### config.mk
export PLATFORM = sky130hd
export DESIGN_NAME = shared_multiplier_scheduler
export DESIGN_NICKNAME = d
export VERILOG_FILES = /design/src/rtl/shared_multiplier_scheduler.sv
export SDC_FILE = /design/constraint.sdc
export NUM_CORES = 1
export LEC_CHECK = 0
export ABC_AREA = 0
export BUFFER_PORTS_ARGS = -buffer_cell sky130_fd_sc_hd__buf_2
export CORE_ASPECT_RATIO = 1.75
export CORE_MARGIN = 2
export CORE_UTILIZATION = 47
export DETAILED_ROUTE_END_ITERATION = 7
export PLACE_DENSITY = 0.67
export SLEW_MARGIN = 20
export SYNTH_ARGS = -nofsm -noshare
export SYNTH_HDL_FRONTEND = slang
export SYNTH_SLANG_ARGS = --single-unit
### constraint.sdc
create_clock -name clock -period 15.75 [get_ports clock]
set_clock_uncertainty 0.05 [all_clocks]
set_input_delay 1.575 -clock clock [delete_from_list [all_inputs] [get_ports clock]]
set_output_delay 1.575 -clock clock [all_outputs]
set_load 0.05 [all_outputs]
### src/rtl/shared_multiplier_scheduler.sv
// Round-robin time-sharing of one pipelined unsigned multiplier among NUM_REQ requesters.
// Accept-to-result latency is LATENCY edges; hold freezes the inner stages and drops req_ready, and the output stage loads bubbles.
module shared_multiplier_scheduler #(
    parameter int WIDTH   = 18,
    parameter int NUM_REQ = 4,
    parameter int LATENCY = 3
) (
    input  logic                         clock,
    input  logic                         reset,
    input  logic [NUM_REQ-1:0]           req_valid,
    input  logic [NUM_REQ*WIDTH-1:0]     req_a,
    input  logic [NUM_REQ*WIDTH-1:0]     req_b,
    output logic [NUM_REQ-1:0]           req_ready,
    input  logic                         hold,
    output logic [2*WIDTH-1:0]           result,
    output logic [NUM_REQ-1:0]           result_valid,
    output logic [$clog2(LATENCY+1)-1:0] in_flight,
    output logic [31:0]                  op_count
);
    localparam int PW = $clog2(NUM_REQ);

    logic [PW-1:0]      ptr;
    logic [PW-1:0]      gnt_idx;
    logic               gnt_any;
    logic [NUM_REQ-1:0] gnt_oh;
    logic [WIDTH-1:0]   sel_a;
    logic [WIDTH-1:0]   sel_b;
    logic               accept;

    logic               out_load;
    logic [NUM_REQ-1:0] out_own_nxt;
    logic [2*WIDTH-1:0] out_dat_nxt;

    // Search starts at ptr and wraps, so the first valid requester after the last winner is granted.
    always_comb begin
        logic [PW:0]   sum;
        logic [PW-1:0] cand;
        gnt_any = 1'b0;
        gnt_idx = ptr;
        sum     = '0;
        cand    = '0;
        for (int k = 0; k < NUM_REQ; k++) begin
            sum = {1'b0, ptr} + (PW+1)'(k);
            if (sum >= (PW+1)'(NUM_REQ)) begin
                sum = sum - (PW+1)'(NUM_REQ);
            end
            cand = sum[PW-1:0];
            if (!gnt_any && req_valid[cand]) begin
                gnt_any = 1'b1;
                gnt_idx = cand;
            end
        end
    end

    always_comb begin
        gnt_oh = '0;
        sel_a  = '0;
        sel_b  = '0;
        for (int i = 0; i < NUM_REQ; i++) begin
            if (gnt_any && gnt_idx == PW'(i)) begin
                gnt_oh[i] = 1'b1;
                sel_a     = req_a[i*WIDTH +: WIDTH];
                sel_b     = req_b[i*WIDTH +: WIDTH];
            end
        end
    end

    assign req_ready = (reset && !hold) ? gnt_oh : '0;
    assign accept    = |req_ready;

    always_ff @(posedge clock or negedge reset) begin
        if (!reset) begin
            ptr <= '0;
        end else if (accept) begin
            ptr <= (gnt_idx == PW'(NUM_REQ-1)) ? '0 : gnt_idx + 1'b1;
        end
    end

    generate
        if (LATENCY == 1) begin : g_single
            assign out_load    = accept;
            assign out_own_nxt = req_ready;
            assign out_dat_nxt = {{WIDTH{1'b0}}, sel_a} * {{WIDTH{1'b0}}, sel_b};
        end else begin : g_pipe
            logic               s1_vld;
            logic [NUM_REQ-1:0] s1_own;
            logic [WIDTH-1:0]   s1_a;
            logic [WIDTH-1:0]   s1_b;
            logic [2*WIDTH-1:0] s1_prod;
            logic               tail_vld;
            logic [NUM_REQ-1:0] tail_own;
            logic [2*WIDTH-1:0] tail_dat;

            assign s1_prod = {{WIDTH{1'b0}}, s1_a} * {{WIDTH{1'b0}}, s1_b};

            always_ff @(posedge clock or negedge reset) begin
                if (!reset) begin
                    s1_vld <= 1'b0;
                    s1_own <= '0;
                    s1_a   <= '0;
                    s1_b   <= '0;
                end else if (!hold) begin
                    s1_vld <= accept;
                    s1_own <= req_ready;
                    if (accept) begin
                        s1_a <= sel_a;
                        s1_b <= sel_b;
                    end
                end
            end

            if (LATENCY == 2) begin : g_direct
                assign tail_vld = s1_vld;
                assign tail_own = s1_own;
                assign tail_dat = s1_prod;
            end else begin : g_mid
                // Plain register chain after the multiply, left for retiming into the DSP.
                localparam int M = LATENCY - 2;
                logic               m_vld [M];
                logic [NUM_REQ-1:0] m_own [M];
                logic [2*WIDTH-1:0] m_dat [M];

                always_ff @(posedge clock or negedge reset) begin
                    if (!reset) begin
                        for (int k = 0; k < M; k++) begin
                            m_vld[k] <= 1'b0;
                            m_own[k] <= '0;
                            m_dat[k] <= '0;
                        end
                    end else if (!hold) begin
                        m_vld[0] <= s1_vld;
                        m_own[0] <= s1_own;
                        m_dat[0] <= s1_prod;
                        for (int k = 1; k < M; k++) begin
                            m_vld[k] <= m_vld[k-1];
                            m_own[k] <= m_own[k-1];
                            m_dat[k] <= m_dat[k-1];
                        end
                    end
                end

                assign tail_vld = m_vld[M-1];
                assign tail_own = m_own[M-1];
                assign tail_dat = m_dat[M-1];
            end

            assign out_load    = !hold && tail_vld;
            assign out_own_nxt = tail_own;
            assign out_dat_nxt = tail_dat;
        end
    endgenerate

    // Output stage takes a bubble while held, so each product is shown for exactly one cycle.
    always_ff @(posedge clock or negedge reset) begin
        if (!reset) begin
            result       <= '0;
            result_valid <= '0;
            in_flight    <= '0;
            op_count     <= '0;
        end else begin
            result_valid <= out_load ? out_own_nxt : '0;
            if (out_load) begin
                result   <= out_dat_nxt;
                op_count <= op_count + 32'd1;
            end
            if (accept && !out_load) begin
                in_flight <= in_flight + 1'b1;
            end else if (!accept && out_load) begin
                in_flight <= in_flight - 1'b1;
            end
        end
    end

endmodule

Word level (Yosys, flattened, before mapping)

Cells that the tools add are included.

Add/subtract/negate cells: 11
Multiply operators: 1
$lt $le $gt $ge: 8
Equal/unequal tests: 3
Mux-type cells: 37
Bitwise operators: 1
Reductions and logical operators: 21

Operator list:

| operator              | number |
|---|---|
| $mux 18               | 8 |
| $mul 18x18->36        | 1 |
| $add 32x1->32 const B | 1 |
| $mux 2                | 11 |
| $lt 2x3->1 const B    | 4 |
| $mux 1                | 12 |
| $logic_and 1x1->1     | 11 |
| $sub 2x1->2 const B   | 5 |
| $ge 3x3->1 const B    | 3 |
| $bmux 1 s2            | 4 |
| $mux 4                | 2 |
| $add 2x2->3 const B   | 2 |
| $logic_not 1->1       | 6 |
| $add 2x1->2 const B   | 2 |
| $eq 2x2->1 const B    | 2 |
| $reduce_or 4->1       | 1 |
| $add 2x1->3 const B   | 1 |
| $ge 2x3->1 const B    | 1 |
| $eq 2x1->1 const B    | 1 |
| $logic_not 2->1       | 1 |
| $reduce_and 2->1      | 1 |
| $reduce_bool 2->1     | 1 |
| $not 1->1             | 1 |

Bits in registers: 158
Input port bits: 151

Logic depth before layout (Yosys ltp)

Gate-level depths: netlist of the first run.

Word-level depth: 23
Gate-level depth with buffers: 23
Depth with buffers taken out: 21

Worst setup path before layout of the first run

No wires, ideal clock.

Kind: reg-to-reg
Start point: reg g_pipe.s1_a[7]
End point: reg g_pipe.g_mid.m_dat[35] in the netlist's numbering
Setup time: 70 ps
Arrival: 5827 ps
Required time: 15630 ps
Slack: 9803 ps
Stages on the path, launching flop included: 23
Path buffers: 2
Period minus slack after synthesis: 5947 ps
Cell sequence: dfrtp_1 > clkbuf_1 > clkbuf_1 > nand2_1 > fa_1 > inv_1 > fa_1 > inv_1 > fa_1 > inv_1 > fa_1 > fa_1 > inv_1 > fa_1 > inv_1 > ha_1 > a211oi_1 > o21ai_0 > o211ai_1 > nor3b_2 > o21ai_2 > a2111oi_2 > nand3b_1

Word-level cells in the longest chain between the ends: 1

Ends and longest elaborated chain:

| element                       | RTL line | text |
|---|---|---|
| start, declared               | 87       | `logic [WIDTH-1:0] s1_a;` |
| start signal, assigned        | 106      | `s1_a <= sel_a;` |
| $mul 18x18->36                | 94       | `assign s1_prod = {{WIDTH{1'b0}}, s1_a} * {{WIDTH{1'b0}}, s1_b};` |
| end signal, assigned by index | 137      | `m_dat[k] <= m_dat[k-1];` |
| end, declared                 | 121      | `logic [2*WIDTH-1:0] m_dat [M];` |

No other way between the ends.
A chain may end at the register's enable or synchronous reset.

Final worst setup path of the first run

Start point: reg g_pipe.s1_b[9]
End point: reg g_pipe.g_mid.m_dat[33] in the netlist's numbering

Word-level cells in the longest chain between the ends: 1

Ends and longest elaborated chain:

| element                | RTL line | text |
|---|---|---|
| start, declared        | 88       | `logic [WIDTH-1:0] s1_b;` |
| start signal, assigned | 107      | `s1_b <= sel_b;` |
| $mul 18x18->36         | 94       |  |

No other way between the ends.

==> run metrics, run 1 <==
status=finished, violations left; violated checks=DRC; Crit path top cell by count=fa_1; fin nets=2,665; Antenna Nets Post-Route=0; RSZ-0062 raised after global routing=no; # diodes=0; row cnt=94; core area=0.0375 mm2; most common flop cell mapped by yosys=dfrtp_1; Die Height=262 um; global-route wire length before repair=75,000 um; drt drc=9; final slew viol count=0; share of cells above drive strength 1=0.137; CTS buffer count=17; Hold-fix buffers, CTS=0; WP data required=16.04 ns; gpl congestion=0.960; IO buf count=228; fillers=3,423; drt first-iter violations=981; Mapped Cells=2,007; Top Family by Delay on Critical Path=adder cells; HP Class=reg -> reg; Yosys reg bits=158; clock sinks=158; Mean Syn Cell Area=8.89 um2; Reg clk slew, reported paths=0.07 ns; Async SR Flop Fraction=1.00; final hold vios=0; htree depth=4; Final Cycle Share=0.423; arrival time at the worst endpoint=6.96 ns; critical path's largest stage delay=0.92 ns; number of flops mapped to enable cells by yosys=0; CP max-delay cell=dfrtp_1; top cells by area, synth=fa_1 29%, dfrtp_1 22%, ha_1 8.1%, nand2_1 7.6%, inv_1 6.8%; top-level I/O count=229; Slew HR=0.363; net count after synthesis=2,530; CP Launch Type=flop; Pre-Repair DR Iteration Count=8; WL per Instance=17.0 um; GRT overflow=0; Max-Cap Viols=0; Synth cell types=68; clk buf depth=2; Routed WL=44,900 um; leading area contributor after synthesis=fa_1; Bufs and invs on worst path=5; Post-CTS Setup Inserts=0; vias in the first global route=15.2k; number of cells upsized or downsized after cts=0; die width=151 um; root buffer cell=clkbuf_16; initial antenna violation count=0; Fmax achieved=150 MHz; Setup violations, final=0; clk_lat worst skew=0.46 ns; CP Max Fanout=19; Syn-to-layout area delta=10.8%; sequential-to-total area share from yosys stat=0.222; Worst Max-Slew Pin Slew=0.947 ns; Period minus WS final=6.66 ns; All-Layer GR Usage=0.240; Syn. warnings=0; crit end category=flop; final setup TNS=0 ns; post-synth top area share=0.287; Setup CP Type=reg -> reg; post-DP HPWL=34,800 um; routed via count=14.1k; initial core utilization=0.475; die area=0.0396 mm2; CTS tree=done; Mapped Area=0.0178 mm2; largest net degree at the start of global routing=84; routed vias/inst=5.34; critical path, cell by cell=nand2_1 -> fa_1 -> inv_1 -> fa_1 -> inv_1 -> fa_1 -> inv_1 -> fa_1 -> fa_1 -> inv_1 -> fa_1 -> inv_1 -> ha_1 -> and4_1 -> nand4_1 -> a21oi_1 -> nor3b_2 -> o21ai_2 -> nor4_1 -> a211oi_1
-- kinds of logic (layout without fill, tap and decap cells) --
kind of cell	count (synthesis)	in the layout	share of synthesized area
AOI/OAI and AO/OA	238	238	0.0882
buffers and inverters	444	592	0.0966
DFF	158	158	0.222
xor gates and xnor gates	54	54	0.0265
muxes	14	14	0.00870
and+or+nand+nor	727	727	0.190
adders and majority gates	372	372	0.369
-- cell type report --
type | instances | area [um2] | share of cell area
tap | 480 | 601 | 0.0304
clock buffer | 19 | 443 | 0.0224
clock inverter | 13 | 155 | 0.00785
inverter | 323 | 1210 | 0.0613
timing repair buffer | 237 | 1220 | 0.0617
sequential | 158 | 3950 | 0.200
multi-input combinational | 1405 | 12200 | 0.616
-- layer usage --
metal,GRT usage,up-vias,share of wire
li1,-,6555,-
met1,0.285,6843,0.39
met2,0.429,556,0.51
met3,0.0318,125,0.057
met4,0.106,0,0.040
met5,0,-,0
-- through the flow --
| step | std cells | area, um2 | hold slack, ns | utilization | worst slack (ns) |
|---|---|---|---|---|---|
| after floorplan | 2007 | 17800 | 0.383 | - | 9.80 |
| after global placement | 2603 | 19200 | 0.400 | 0.511 | 9.32 |
| after detailed placement | 2603 | 19200 | 0.400 | 0.511 | 9.17 |
| after CTS | 2635 | 19800 | 0.419 | 0.527 | 9.16 |
| after global routing | 2635 | 19800 | 0.438 | 0.527 | 8.80 |
| final | 2635 | 19800 | 0.415 | 0.527 | 9.09 |
-- path summary, 6_finish.rpt --
check | slack (ns) | cells past startpoint | to | startpoint
setup / recovery | 9.09 | 20 | g_pipe.g_mid.m_dat[33]$_DFFE_PN0N_ | g_pipe.s1_b[9]$_DFFE_PN0P_
max in group asynchronous | 13.34 | 2 | result[4]$_DFFE_PN0P_ | reset
hold / removal | 0.41 | 2 | result[2]$_DFFE_PN0P_ | g_pipe.g_mid.m_dat[2]$_DFFE_PN0N_
hold reg to reg | 0.41 | 2 | result[2]$_DFFE_PN0P_ | g_pipe.g_mid.m_dat[2]$_DFFE_PN0N_
setup reg to reg | 9.09 | 20 | g_pipe.g_mid.m_dat[33]$_DFFE_PN0N_ | g_pipe.s1_b[9]$_DFFE_PN0P_
min in group asynchronous | 1.09 | 1 | result_valid[3]$_DFF_PN0_ | reset
-- cells in the final DEF (no fill, tap or decap), types with 4 or more instances in the layout --
cell,n
and3_1,12
nand3_1,18
nor3_1,41
dfrtp_1,158
o211ai_1,4
clkbuf_16,17
nor2b_1,8
clkinv_4,4
a211oi_1,6
a21oi_1,102
nand4_1,8
nor4_1,4
xnor2_1,36
xor2_1,18
nor3b_1,4
mux2_2,12
and4_1,5
inv_1,323
o21bai_1,4
buf_2,227
a222oi_1,36
nor2_1,97
nand2_1,363
and2_1,146
o21ai_0,33
a21o_1,17
buf_4,8
ha_1,116
fa_1,256
-- cells in the mapped netlist (3+ instances only) --
cell      number
clkbuf_1      98
nor2b_1        9
o21ai_0       33
a222oi_1      36
nand2_1      363
nand3_1       18
buf_4          4
inv_1        323
dfrtp_1      158
nor3_1        42
and2_1       147
o21bai_1       4
a21oi_1      102
xor2_1        18
buf_1          5
fa_1         256
nand4_1        8
a211oi_1       6
o211ai_1       4
and4_1         5
and3_1        12
mux2_2        12
nor3b_1        4
o31ai_1        3
ha_1         116
buf_6          4
o22ai_1        3
a21o_1        17
xnor2_1       36
nor2_1        97
buf_2         10
a21boi_0       3
nor4_1         4
-- worst min-delay path: cells and delay by family, from the launching register on --
kind             cells  cell delay (ns)
flip-flops           1             0.34
AND/OR/NAND/NOR      2             0.10
-- flip-flops by register name, indices dropped and copies added (netlist names), 4 cells and up --
register	flops
g_pipe.g_mid.m_dat	36
op_count	32
g_pipe.s1_a	18
g_pipe.s1_own	4
g_pipe.s1_b	18
g_pipe.g_mid.m_own	4
result_valid	4
result	36
Power of run 1 is left out: the tool's default activity adds up to more than one toggle a clock period on the data nets, which glitch-free logic cannot reach.
==> inputs of run 2 (changes only) <==
==> constraint.sdc (replaced) <==
create_clock -name clock -period 7 [get_ports clock]
set_clock_uncertainty 0.05 [all_clocks]
set_input_delay 0.7 -clock clock [delete_from_list [all_inputs] [get_ports clock]]
set_output_delay 0.7 -clock clock [all_outputs]
set_load 0.05 [all_outputs]
==> run metrics, run 2 (synthesis gave the netlist of run 1 again) <==
status=completed (was finished, violations left); Final Cycle Share=0.934 (was 0.423); Hold-fix buffers, CTS=0 (unchanged); Syn-to-layout area delta=11.2% (was 10.8%); initial antenna violation count=0 (unchanged); final setup TNS=0 ns (unchanged); WL per Instance=17.3 um (was 17.0 um); die area=0.0396 mm2 (unchanged); Max-Cap Viols=0 (unchanged); reg-to-reg endpoint=g_pipe.g_mid.m_dat[31]$_DFFE_PN0N_ (was g_pipe.g_mid.m_dat[33]$_DFFE_PN0N_); number of cells upsized or downsized after cts=0 (unchanged); drt drc=0 (was 9); Setup CP Type=reg -> reg (unchanged); largest registers=g_pipe.g_mid.m_dat x36, result x36, op_count x32 (unchanged); Setup violations, final=0 (unchanged); root buffer cell=clkbuf_16 (unchanged); GRT overflow=0 (unchanged); Reg2Reg Setup Slack=0.46 ns (was 9.09 ns); WP data required=7.27 ns (was 16.04 ns); fin nets=2,673 (was 2,665); Period minus WS final=6.54 ns (was 6.66 ns); top-level I/O count=229 (unchanged); Post-Place Cell Area=0.0192 mm2 (about the same); clk_lat worst skew=0.46 ns (about the same); Routed WL=45,600 um (was 44,900 um); die width=151 um (unchanged); largest net degree at the start of global routing=85 (was 84); All-Layer GR Usage=0.241 (was 0.240); share of cells above drive strength 1=0.141 (was 0.137); global-route wire length before repair=75,200 um (was 75,000 um); CTS buffer count=17 (unchanged); final hold vios=0 (unchanged); Die Height=262 um (unchanged); commonest cells after routing, fill and taps aside=363 x nand2_1, 323 x inv_1, 256 x fa_1, 227 x buf_2, 158 x dfrtp_1 (unchanged); gpl congestion=0.982 (was 0.960); row cnt=94 (unchanged); drt first-iter violations=1,076 (was 981); RSZ-0062 raised after global routing=no (unchanged); Fmax achieved=153 MHz (was 150 MHz); crit end category=flop (unchanged); Final Cell Area=0.0198 mm2 (about the same); routed vias/inst=5.36 (was 5.34); Slew HR=0.386 (was 0.363); routed via count=14.2k (was 14.1k); CP Max Fanout=19 (unchanged); IO buf count=228 (unchanged); # diodes=0 (unchanged); CP Launch Type=flop (unchanged); post-DP HPWL=36,300 um (was 34,800 um); Post-CTS Setup Inserts=0 (unchanged); commonest non-fill, non-tap cell in the layout=nand2_1 (unchanged); Worst Max-Slew Pin Slew=0.912 ns (was 0.947 ns); initial core utilization=0.475 (unchanged); htree depth=4 (unchanged); R2R depth=18 (was 20); final slew viol count=0 (unchanged); clk buf depth=2 (unchanged); Reg clk slew, reported paths=0.07 ns (about the same); CTS tree=done (unchanged); reg-to-reg startpoint=g_pipe.s1_b[3]$_DFFE_PN0P_ (was g_pipe.s1_b[9]$_DFFE_PN0P_); clock sinks=158 (unchanged); HP Class=in -> async (was reg -> reg); arrival time at the worst endpoint=6.80 ns (was 6.96 ns); vias in the first global route=15.2k (about the same); Antenna Nets Post-Route=0 (unchanged); Pre-Repair DR Iteration Count=6 (was 8); core area=0.0375 mm2 (unchanged)
-- run 2: area by class of cell --
cell class | instances | area (um2)
clock buffer | 18 | 429
clock inverter | 14 | 175
fill | 3507 | 17700
inverter | 323 | 1210
multi-input combinational | 1405 | 12200
sequential | 158 | 3950
tap | 480 | 601
timing repair buffer | 245 | 1280
-- run 2: per-layer routing --
layer	track usage	share of wire
met5	0	0
met4	0.0966	0.036
met3	0.0283	0.050
met2	0.442	0.52
met1	0.284	0.40
-- run 2: how the worst max path moves through the flow --
stage                                from                                 end  slack [ns]  cells past startpoint
5_1_grt        g_pipe.s1_b[5]$_DFFE_PN0P_  g_pipe.g_mid.m_dat[28]$_DFFE_PN0N_        0.18                     18
6_report       g_pipe.s1_b[3]$_DFFE_PN0P_  g_pipe.g_mid.m_dat[31]$_DFFE_PN0N_        0.46                     18
3_3_place_gp   g_pipe.s1_a[7]$_DFFE_PN0P_  g_pipe.g_mid.m_dat[35]$_DFFE_PN0N_        0.66                     20
4_1_cts        g_pipe.s1_b[3]$_DFFE_PN0P_  g_pipe.g_mid.m_dat[31]$_DFFE_PN0N_        0.50                     18
3_5_place_dp   g_pipe.s1_b[3]$_DFFE_PN0P_  g_pipe.g_mid.m_dat[35]$_DFFE_PN0N_        0.51                     18
2_1_floorplan  g_pipe.s1_a[7]$_DFFE_PN0P_  g_pipe.g_mid.m_dat[35]$_DFFE_PN0N_        1.05                     22
-- run 2: stage by stage --
stage | util | setup WS (ns) | std cells | hold slack, ns
after floorplan | - | 1.05 | 2007 | 0.354
after global placement | 0.512 | 0.661 | 2611 | 0.401
after detailed placement | 0.512 | 0.511 | 2611 | 0.405
after CTS | 0.528 | 0.502 | 2643 | 0.231
after global routing | 0.529 | 0.177 | 2643 | 0.269
final | 0.529 | 0.463 | 2643 | 0.204
-- run 2: critical path, cell delays in order (launching register included) --
cell and delay, ns:
dfrtp_1 0.86, nand2_1 0.19, fa_1 0.56, fa_1 0.47
fa_1 0.56, inv_1 0.06, fa_1 0.50, fa_1 0.54
inv_1 0.05, fa_1 0.54, inv_1 0.05, ha_1 0.38
and4_1 0.32, nand4_1 0.12, a21oi_1 0.38, nor3b_2 0.15
o21ai_2 0.34, xnor2_1 0.17, o21ai_0 0.09
Power of run 2 is left out for the same reason.
